## src/rtl/axi_aw_w_scheduler.sv

```systemverilog
// rtl/axi_aw_w_scheduler.sv - round-robin AW arbiter with in-order W steering for a shared write port
//
// Control-only scheduler: arbitrates NumReq requesters onto one master AW
// channel, remembers every granted index in an in-order grant queue, and
// steers W beats from the queue head until its last beat is accepted.
// Payload muxing happens outside, keyed on aw_sel_o / w_sel_o.
//
// Ports:
//   clk_i, rst_i          clock, synchronous active-high reset
//   stall_i               blocks new AW grants (a held AW stays presented)
//   req_aw_valid_i/ready_o  per-requester AW handshake
//   req_w_valid_i/last_i/ready_o  per-requester W handshake
//   aw_valid_o/ready_i/sel_o  master AW handshake and payload select
//   w_valid_o/last_o/ready_i/sel_o  master W handshake and payload select
//   outstanding_o         grant queue occupancy
//   busy_o                queue not empty or an AW is being held

module axi_aw_w_scheduler #(
  parameter int unsigned NumReq = 3,
  parameter int unsigned Depth  = 4,
  localparam int unsigned IdxW  = $clog2(NumReq),
  localparam int unsigned CntW  = $clog2(Depth + 1)
) (
  input  logic              clk_i,
  input  logic              rst_i,
  input  logic              stall_i,
  input  logic [NumReq-1:0] req_aw_valid_i,
  output logic [NumReq-1:0] req_aw_ready_o,
  input  logic [NumReq-1:0] req_w_valid_i,
  input  logic [NumReq-1:0] req_w_last_i,
  output logic [NumReq-1:0] req_w_ready_o,
  output logic              aw_valid_o,
  input  logic              aw_ready_i,
  output logic [IdxW-1:0]   aw_sel_o,
  output logic              w_valid_o,
  output logic              w_last_o,
  input  logic              w_ready_i,
  output logic [IdxW-1:0]   w_sel_o,
  output logic [CntW-1:0]   outstanding_o,
  output logic              busy_o
);

  localparam int unsigned PtrW = $clog2(Depth);
  localparam logic [CntW-1:0] DepthCnt = CntW'(Depth);
  localparam logic [IdxW-1:0] LastIdx  = IdxW'(NumReq - 1);

  typedef enum logic [0:0] {
    IDLE,
    HOLD
  } aw_state_e;

  aw_state_e       state_q, state_d;
  logic [IdxW-1:0] hold_idx_q;
  logic [IdxW-1:0] rr_ptr_q;
  logic [IdxW-1:0] mem_q [Depth];
  logic [PtrW-1:0] wr_ptr_q, rd_ptr_q;
  logic [CntW-1:0] count_q;

  logic            pick_found;
  logic [IdxW-1:0] pick_idx;
  logic            push, pop;
  logic            full, empty;
  logic [IdxW-1:0] head;

  assign full  = (count_q == DepthCnt);
  assign empty = (count_q == '0);
  assign head  = mem_q[rd_ptr_q];

  // First valid requester scanning upward from the round-robin pointer.
  always_comb begin : p_pick
    int unsigned cand;
    cand       = 0;
    pick_found = 1'b0;
    pick_idx   = '0;
    for (int unsigned i = 0; i < NumReq; i++) begin
      cand = (int'(rr_ptr_q) + i) % NumReq;
      if (!pick_found && req_aw_valid_i[IdxW'(cand)]) begin
        pick_found = 1'b1;
        pick_idx   = IdxW'(cand);
      end
    end
  end

  // AW FSM: IDLE presents a fresh pick; HOLD keeps the presented AW stable
  // until accepted, ignoring stall, fullness and later arrivals.
  always_comb begin
    state_d        = state_q;
    aw_valid_o     = 1'b0;
    aw_sel_o       = '0;
    req_aw_ready_o = '0;
    push           = 1'b0;
    if (!rst_i) begin
      unique case (state_q)
        IDLE: begin
          if (pick_found && !stall_i && !full) begin
            aw_valid_o = 1'b1;
            aw_sel_o   = pick_idx;
            if (aw_ready_i) begin
              req_aw_ready_o[pick_idx] = 1'b1;
              push = 1'b1;
            end else begin
              state_d = HOLD;
            end
          end
        end
        HOLD: begin
          aw_valid_o = 1'b1;
          aw_sel_o   = hold_idx_q;
          if (aw_ready_i) begin
            req_aw_ready_o[hold_idx_q] = 1'b1;
            push    = 1'b1;
            state_d = IDLE;
          end
        end
        default: state_d = IDLE;
      endcase
    end
  end

  // W steering from the queue head; only the head requester may see ready.
  always_comb begin
    w_sel_o       = '0;
    w_valid_o     = 1'b0;
    w_last_o      = 1'b0;
    req_w_ready_o = '0;
    if (!rst_i && !empty) begin
      w_sel_o             = head;
      w_valid_o           = req_w_valid_i[head];
      w_last_o            = req_w_last_i[head];
      req_w_ready_o[head] = w_ready_i;
    end
  end

  assign pop           = w_valid_o & w_ready_i & w_last_o;
  assign outstanding_o = rst_i ? '0 : count_q;
  assign busy_o        = !rst_i && (!empty || state_q == HOLD);

  always_ff @(posedge clk_i) begin
    if (rst_i) begin
      state_q    <= IDLE;
      hold_idx_q <= '0;
      rr_ptr_q   <= '0;
      wr_ptr_q   <= '0;
      rd_ptr_q   <= '0;
      count_q    <= '0;
    end else begin
      state_q <= state_d;
      if (state_q == IDLE) hold_idx_q <= pick_idx;
      if (push) begin
        mem_q[wr_ptr_q] <= aw_sel_o;
        wr_ptr_q        <= wr_ptr_q + PtrW'(1);
        rr_ptr_q        <= (aw_sel_o == LastIdx) ? '0 : aw_sel_o + IdxW'(1);
      end
      if (pop) rd_ptr_q <= rd_ptr_q + PtrW'(1);
      if (push && !pop) count_q <= count_q + CntW'(1);
      else if (pop && !push) count_q <= count_q - CntW'(1);
    end
  end

endmodule
```

## config.mk

```make
export PLATFORM = sky130hd
export DESIGN_NAME = axi_aw_w_scheduler
export DESIGN_NICKNAME = d
export VERILOG_FILES = /design/src/rtl/axi_aw_w_scheduler.sv
export SDC_FILE = /design/constraint.sdc
export NUM_CORES = 1
export LEC_CHECK = 0
export ABC_AREA = 1
export CAP_MARGIN = 20
export CORE_MARGIN = 4
export CORE_UTILIZATION = 40
export CTS_CLUSTER_SIZE = 14
export DETAILED_ROUTE_END_ITERATION = 12
export DONT_BUFFER_PORTS = 1
export PLACE_DENSITY = 0.51
export SYNTH_ARGS = -nofsm -noshare
export SYNTH_HDL_FRONTEND = slang
export SYNTH_SLANG_ARGS = --single-unit
```

## constraint.sdc

```tcl
create_clock -name clk_i -period 2.87 [get_ports clk_i]
set_clock_uncertainty 0.1 [all_clocks]
set_input_delay 0.4305 -clock clk_i [delete_from_list [all_inputs] [get_ports clk_i]]
set_output_delay 0.4305 -clock clk_i [all_outputs]
set_load 0.05 [all_outputs]
```

**After elaboration in Yosys (flattened, before gate mapping)**

Memory sizes are Yosys's and may differ from the RTL's. A register that Yosys moved wholly into a read port is not among the register bits.
Index checks and enable logic that the tools add are counted.

- $add $sub $neg: 7
- Div/mod/pow operators: 3
- $lt $le $gt $ge: 9
- Eq/ne operators: 2
- Mux-type cells: 53
- Bitwise operators: 4
- Reductions and logical operators: 22

Operator list:

| operator | count |
|---|---|
| $mod A32 B2 Y32 const B | 2 |
| $mod A2 B2 Y32 const B | 1 |
| $mux W3 | 8 |
| $mux W1 | 23 |
| $lt A2 B3 Y1 const B | 6 |
| $mux W2 | 9 |
| $logic_and A1 B1 Y1 | 11 |
| $bmux W1 S2 | 5 |
| $logic_not A1 Y1 | 8 |
| $add A2 B1 Y2 const B | 3 |
| $demux W1 S2 | 3 |
| $ge A2 B1 Y1 const B | 3 |
| $pmux W1 S2 | 3 |
| $pmux W3 S2 | 1 |
| $pmux W2 S2 | 1 |
| $add A2 B1 Y3 const B | 1 |
| $add A2 B2 Y3 const B | 1 |
| $add A3 B1 Y3 const B | 1 |
| $and A3 B3 Y3 | 1 |
| $eq A3 B3 Y1 const B | 1 |
| $logic_not A3 Y1 | 1 |
| $sub A3 B1 Y3 const B | 1 |
| $and A1 B1 Y1 | 2 |
| $eq A2 B2 Y1 const B | 1 |
| 3 further kinds | 3 |

- Register bits after elaboration: 12
- Memory bits (writable): 8
- Bits of input ports: 14
- Output and inout bits: 17
- Word-level logic and storage cells: 107
- Memories kept: 1

Memories:

| memory | words | bits a word | read ports | clocked after memory_dff | write ports | RTL line | RTL |
|---|---|---|---|---|---|---|---|
| mem_q | 4 | 2 | 1 | 1 | 1 | 55 | `logic [IdxW-1:0] mem_q [Depth];` |

**Logic depth before layout (Yosys ltp)**

- Depth in word-level cells: 19
- Mapped depth: 18
- Depth with buffers taken out: 18

**Least setup slack after synthesis**

OpenSTA, ideal clock, no wires.

- Path type: reg-to-output
- Start point: register rr_ptr_q[0]
- End point: output aw_sel_o[1]
- Arrival: 2.329 ns
- Data required time: 2.339 ns
- Path slack: 0.010 ns
- Cell stages (with the launch flop): 14
- Buffers on the path: 0
- Path through: dfxtp_1 inv_1 ha_1 nor2_1 nand2_1 nand2_1 nor2_1 nand3_1 inv_1 nand2_1 nand2_1 nand2_1 nand3_1 a21oi_1

- Cells in the longest elaborated chain, start to end: 15
- Elaborated cells between the ends (all ways): 26
- Classes of those cells: 2 x add/sub; 3 x div; 15 x mux; 6 x reduce/logical

Ends and longest elaborated chain:

| element | RTL line | RTL |
|---|---|---|
| start: declaration | 54 | `logic [IdxW-1:0] rr_ptr_q;` |
| start signal: assignment | 152 | `rr_ptr_q <= (aw_sel_o == LastIdx) ? '0 : aw_sel_o + IdxW'(1);` |
| branches (longest 12 deep; another with $mod A32 B2 Y32) | -- |  |
| $mux W2 * | 95 | `if (pick_found && !stall_i && !full) begin` |
| $pmux W2 S2 * | 93 | `unique case (state_q)` |
| $mux W2 * | 92 | `if (!rst_i) begin` |
| end: declaration | 34 | `output logic [IdxW-1:0] aw_sel_o,` |

Mark *: on every way between the ends. The select of a mux whose other input is x is not followed.

**Worst setup path in the final report**

- Start point: register rr_ptr_q[0]
- End point: output aw_sel_o[0]

Same word-level chain as after synthesis.

==> flow_summary.html <==
<table>
<tr><th>Metric</th><th>Value</th></tr>
<tr><th colspan="2">Status</th></tr>
<tr><td>Outcome</td><td>finished, final reports clean</td></tr>
<tr><th colspan="2">Power and ir drop</th></tr>
<tr><td>Combinational power share</td><td>47.4%</td></tr>
<tr><td>Lkg Pwr</td><td>0.8167 nW</td></tr>
<tr><td>Power density normalized to cell area</td><td>665.0 nW/um^2</td></tr>
<tr><td>Flop pwr share</td><td>32.2%</td></tr>
<tr><td>P_sw</td><td>0.5044 mW</td></tr>
<tr><td>Maximum VDD drop</td><td>just under 0.4 mV</td></tr>
<tr><td>Clock share of power</td><td>between 20% and 30%</td></tr>
<tr><td>P_int</td><td>0.7030 mW</td></tr>
<tr><td>Pwr Total</td><td>1.207 mW</td></tr>
<tr><td>Sw Ratio</td><td>between 40% and 50%</td></tr>
<tr><th colspan="2">Cells and area</th></tr>
<tr><td>Layout fillers</td><td>395</td></tr>
<tr><td>Cell area after layout</td><td>1815 sq um</td></tr>
<tr><td>Net count, final</td><td>250</td></tr>
<tr><td>Area growth from synthesis to layout</td><td>17.58%</td></tr>
<tr><td>Area used by multi-input combinational logic</td><td>895.9 sq um</td></tr>
<tr><td>Antenna diode count</td><td>0</td></tr>
<tr><td>Area taken by flip-flops and latches</td><td>roughly 520 sq um</td></tr>
<tr><td>Share of cells above drive strength 1</td><td>25.78%</td></tr>
<tr><td>Most common cell after layout, fill and taps aside</td><td>nand2_1</td></tr>
<tr><td>Most frequent cells in the layout</td><td>nand2_1 (40), inv_1 (31), nand3_1 (19)</td></tr>
<tr><th colspan="2">Setup path</th></tr>
<tr><td>Critical path's slowest cell</td><td>dfxtp_2</td></tr>
<tr><td>Max stage delay on crit path</td><td>roughly 0.36 ns</td></tr>
<tr><td>Number of buffers and inverters on the critical path</td><td>3</td></tr>
<tr><td>Ordered list of cells on the worst path</td><td>inv_1 -&gt; ha_4 -&gt; nor2_1 -&gt; nand2_1 -&gt; nand3_1 -&gt; nand3_1 -&gt; inv_1 -&gt; nand2_1 -&gt; nand3_1 -&gt; o21ai_1 -&gt; nor2_2 -&gt; buf_6</td></tr>
<tr><td>Kind of cell adding the most delay to the critical path</td><td>simple AND/OR/NAND/NOR gates</td></tr>
<tr><td>Required time worst endpoint</td><td>2.34 ns</td></tr>
<tr><td>Cell type with the highest occurrence count on the critical path</td><td>nand3_1</td></tr>
<tr><td>Critical path data arrival time</td><td>2.17 ns</td></tr>
<tr><td>Beginning of the worst register-to-register path</td><td>rr_ptr_q[0]$_SDFFE_PP0P_</td></tr>
<tr><td>Worst setup path class</td><td>reg2out</td></tr>
<tr><td>Flop2flop setup slack</td><td>0.27 ns</td></tr>
<tr><td>CP Capture Type</td><td>primary output</td></tr>
<tr><td>Critical Path Source Type</td><td>register</td></tr>
<tr><td>Maximum fanout along the worst path</td><td>7</td></tr>
<tr><td>Critical path startpoint</td><td>rr_ptr_q[0]$_SDFFE_PP0P_</td></tr>
<tr><th colspan="2">Logic synthesis</th></tr>
<tr><td>Synth Cell Area</td><td>1544 sq um</td></tr>
<tr><td>Warnings, synthesis</td><td>0</td></tr>
<tr><td>Main synth FF type</td><td>dfxtp_1</td></tr>
<tr><td>Post-synth cell types</td><td>27</td></tr>
<tr><td>#FFs+latches synth</td><td>22</td></tr>
<tr><td>Post-synthesis instance total</td><td>207</td></tr>
<tr><td>Sequential-to-total area share from yosys stat</td><td>around 34%</td></tr>
<tr><td>Share of flip-flops with an asynchronous set or reset</td><td>0%</td></tr>
<tr><td>Count of flip-flops with a built-in enable after synthesis</td><td>8</td></tr>
<tr><td>Synthesized netlist net count</td><td>231</td></tr>
<tr><td>Average instance area after synthesis</td><td>7.459 sq um</td></tr>
<tr><th colspan="2">STA</th></tr>
<tr><td>TNS Setup</td><td>0 ns</td></tr>
<tr><td>Worst relative slew slack</td><td>40.57%</td></tr>
<tr><td>Final count of hold timing violations</td><td>0</td></tr>
<tr><td>Final count of pins violating max slew</td><td>0</td></tr>
<tr><td>Fmax</td><td>370.8 MHz</td></tr>
<tr><td>Minimum clock period after layout</td><td>~2.7 ns</td></tr>
<tr><td># setup viols final</td><td>0</td></tr>
<tr><td>Slew at the pin closest to its max-slew limit</td><td>0.8882 ns</td></tr>
<tr><td>RSZ-0062 raised after global routing</td><td>true</td></tr>
<tr><td>Portion of the clock cycle consumed by the worst path in the final layout</td><td>93.97%</td></tr>
<tr><th colspan="2">Clock tree</th></tr>
<tr><td>Clk root buf</td><td>clkbuf_8</td></tr>
<tr><td>Max clock buf depth</td><td>2</td></tr>
<tr><td>Clock-pin slew on the worst setup and hold paths</td><td>0.08 ns</td></tr>
<tr><td>CTS tree</td><td>done</td></tr>
<tr><td>Count of clock tree sinks</td><td>22</td></tr>
<tr><td>Deepest level of the CTS H-tree</td><td>1</td></tr>
<tr><td>CTS buffer count</td><td>3</td></tr>
<tr><td>Clock latency at the later pin of the worst-skew pair</td><td>0.25 ns</td></tr>
<tr><th colspan="2">Floorplanning</th></tr>
<tr><td>Io pins</td><td>31</td></tr>
<tr><td>Die W</td><td>roughly 70 um</td></tr>
<tr><td>Initial Utilization</td><td>41.86%</td></tr>
<tr><td>Die Span Y</td><td>70.13 um</td></tr>
<tr><td>Placement row count</td><td>22</td></tr>
<tr><td>Area of the placeable core</td><td>3689 sq um</td></tr>
<tr><td>Overall die area</td><td>4918 sq um</td></tr>
<tr><th colspan="2">Placed design</th></tr>
<tr><td>Weighted congestion at the end of routability-driven global placement</td><td>approximately 0.84</td></tr>
<tr><td>Count of buffers from port buffering</td><td>0</td></tr>
<tr><td>Final HPWL DP</td><td>2710 um</td></tr>
<tr><td>Area after DPL</td><td>1690 sq um</td></tr>
<tr><th colspan="2">Worst hold path</th></tr>
<tr><td>Launch point of the worst hold path</td><td>rst_i</td></tr>
<tr><td>HP Class</td><td>in2reg</td></tr>
<tr><th colspan="2">GRT</th></tr>
<tr><td>Gr usage total</td><td>13.90%</td></tr>
<tr><td>Global-route wire length before repair</td><td>between 5000 and 6000 um</td></tr>
<tr><td>Congestion Overflow GR</td><td>0</td></tr>
<tr><td>Initial antenna violation count</td><td>0</td></tr>
<tr><td>Maximum number of pins on one net before global-route repair</td><td>14</td></tr>
<tr><td>Vias in the first global route</td><td>1,334</td></tr>
<tr><th colspan="2">Detailed routing</th></tr>
<tr><td>Average detailed-routed wire length per instance</td><td>approximately 12 um</td></tr>
<tr><td>Final WL</td><td>3262 um</td></tr>
<tr><td>DRC violations left</td><td>0</td></tr>
<tr><td>Detailed Routing Iterations Pass 1</td><td>4</td></tr>
<tr><td>DRT iter0 DRCs</td><td>37</td></tr>
<tr><td>DR vias/cell</td><td>5.015</td></tr>
<tr><td>Number of routed nets with antenna violations</td><td>0</td></tr>
<tr><td>DR vias</td><td>approximately 1,400</td></tr>
<tr><th colspan="2">Job</th></tr>
<tr><td>Number of max-cap violations</td><td>0</td></tr>
</table>
## layout make-up
type	count	share of cell area, %
clock buffers	4	3.653
inverters	39	8.477
multi-input cells	145	49.35
flip-flops and latches	22	28.81
well taps	48	3.308
repair buffers	15	6.409
## state kept, by name (all words and copies together), names as in the netlist, named ones only
signal / flops
state_q: 1
mem_q: 8
rd_ptr_q: 2
rr_ptr_q: 2
hold_idx_q: 2
count_q: 3
wr_ptr_q: 2
## worst paths after layout
check                                   to  cells past startpoint
setup / recovery               aw_sel_o[0]                     12
hold / removal    rd_ptr_q[0]$_SDFFE_PP0P_                      1
setup reg to reg   count_q[1]$_SDFFE_PP0P_                     15
hold reg to reg   rr_ptr_q[0]$_SDFFE_PP0P_                      2
## worst reg2reg max path, delay by kind of cell (launching register included)
family / cells / cell delay [ns]
compound gates: 2 / 0.23
flops: 1 / 0.36
simple gates: 7 / 0.67
buf+inv: 3 / 0.26
fa+ha+maj: 3 / 0.88
## routing by layer
layer / wire [um] / track usage, % / up-vias
li1: - / - / 697
met1: 1376 / 16.34 / 617
met2: 1668 / 25.81 / 47
met3: 181 / 2.446 / 8
met4: 35 / 3.404 / 0
met5: 0 / 0 / -
## power groups by stage
| stage | sequential, mW | clock (mW) | combinational (mW) |
|---|---|---|---|
| floorplan | 0.386 | 0 | 0.418 |
| global placement | 0.390 | 0 | 0.504 |
| detailed placement | 0.391 | 0 | 0.521 |
| CTS | 0.384 | 0.256 | 0.533 |
| global route | 0.394 | 0.269 | 0.637 |
| finish | 0.389 | 0.246 | 0.572 |
## through the flow
step | instances | hold slack [ns] | util, % | worst slack (ns)
4_1_cts | 271 | 0.1234 | 48.00 | -0.02379
6_report | 273 | 0.1342 | 49.22 | 0.1731
3_3_place_gp | 267 | 0.3841 | 45.83 | 0.1640
5_1_grt | 273 | 0.1217 | 49.22 | -0.05094
3_5_place_dp | 267 | 0.3967 | 45.83 | 0.08236
2_1_floorplan | 207 | 0.3612 | - | 0.01002
## what timing repair did
action | CTS | global route
pin swaps | 0 | 5
setup buffers | 0 | 2
setup endpoints to repair | 3 | 8
gates resized for setup | 4 | 11
hold buffers | 0 | 0
cloned | 0 | 0
## Yosys cell counts, types with 2 or more instances
cell      number  area share, %
a21oi_1       13            4.2
clkinv_1       2           0.49
dfxtp_1       14             18
edfxtp_1       8             16
ha_1           9            7.3
inv_1         33            8.0
inv_2          4           0.97
nand2_1       41             10
nand2_2       11            4.5
nand2_4        2            1.5
nand3_1       19            6.2
nand3_2        5            3.2
nand3b_1       3            1.5
nor2_1        19            4.6
nor2_8         2            2.6
nor3_1         3           0.97
o21ai_0        7            2.3
o21ai_1        3           0.97
## cells by family (layout without fill, tap and decap cells)
family / after synthesis / count (layout) / share of synthesized area [%]
buf+inv: 40 / 58 / 10.21
xor+xnor: 1 / 1 / 0.5674
simple gates: 109 / 109 / 37.68
flops: 22 / 22 / 33.71
compound gates: 25 / 25 / 9.238
fa+ha+maj: 10 / 10 / 8.590
Power figures use the tool's default switching activity.
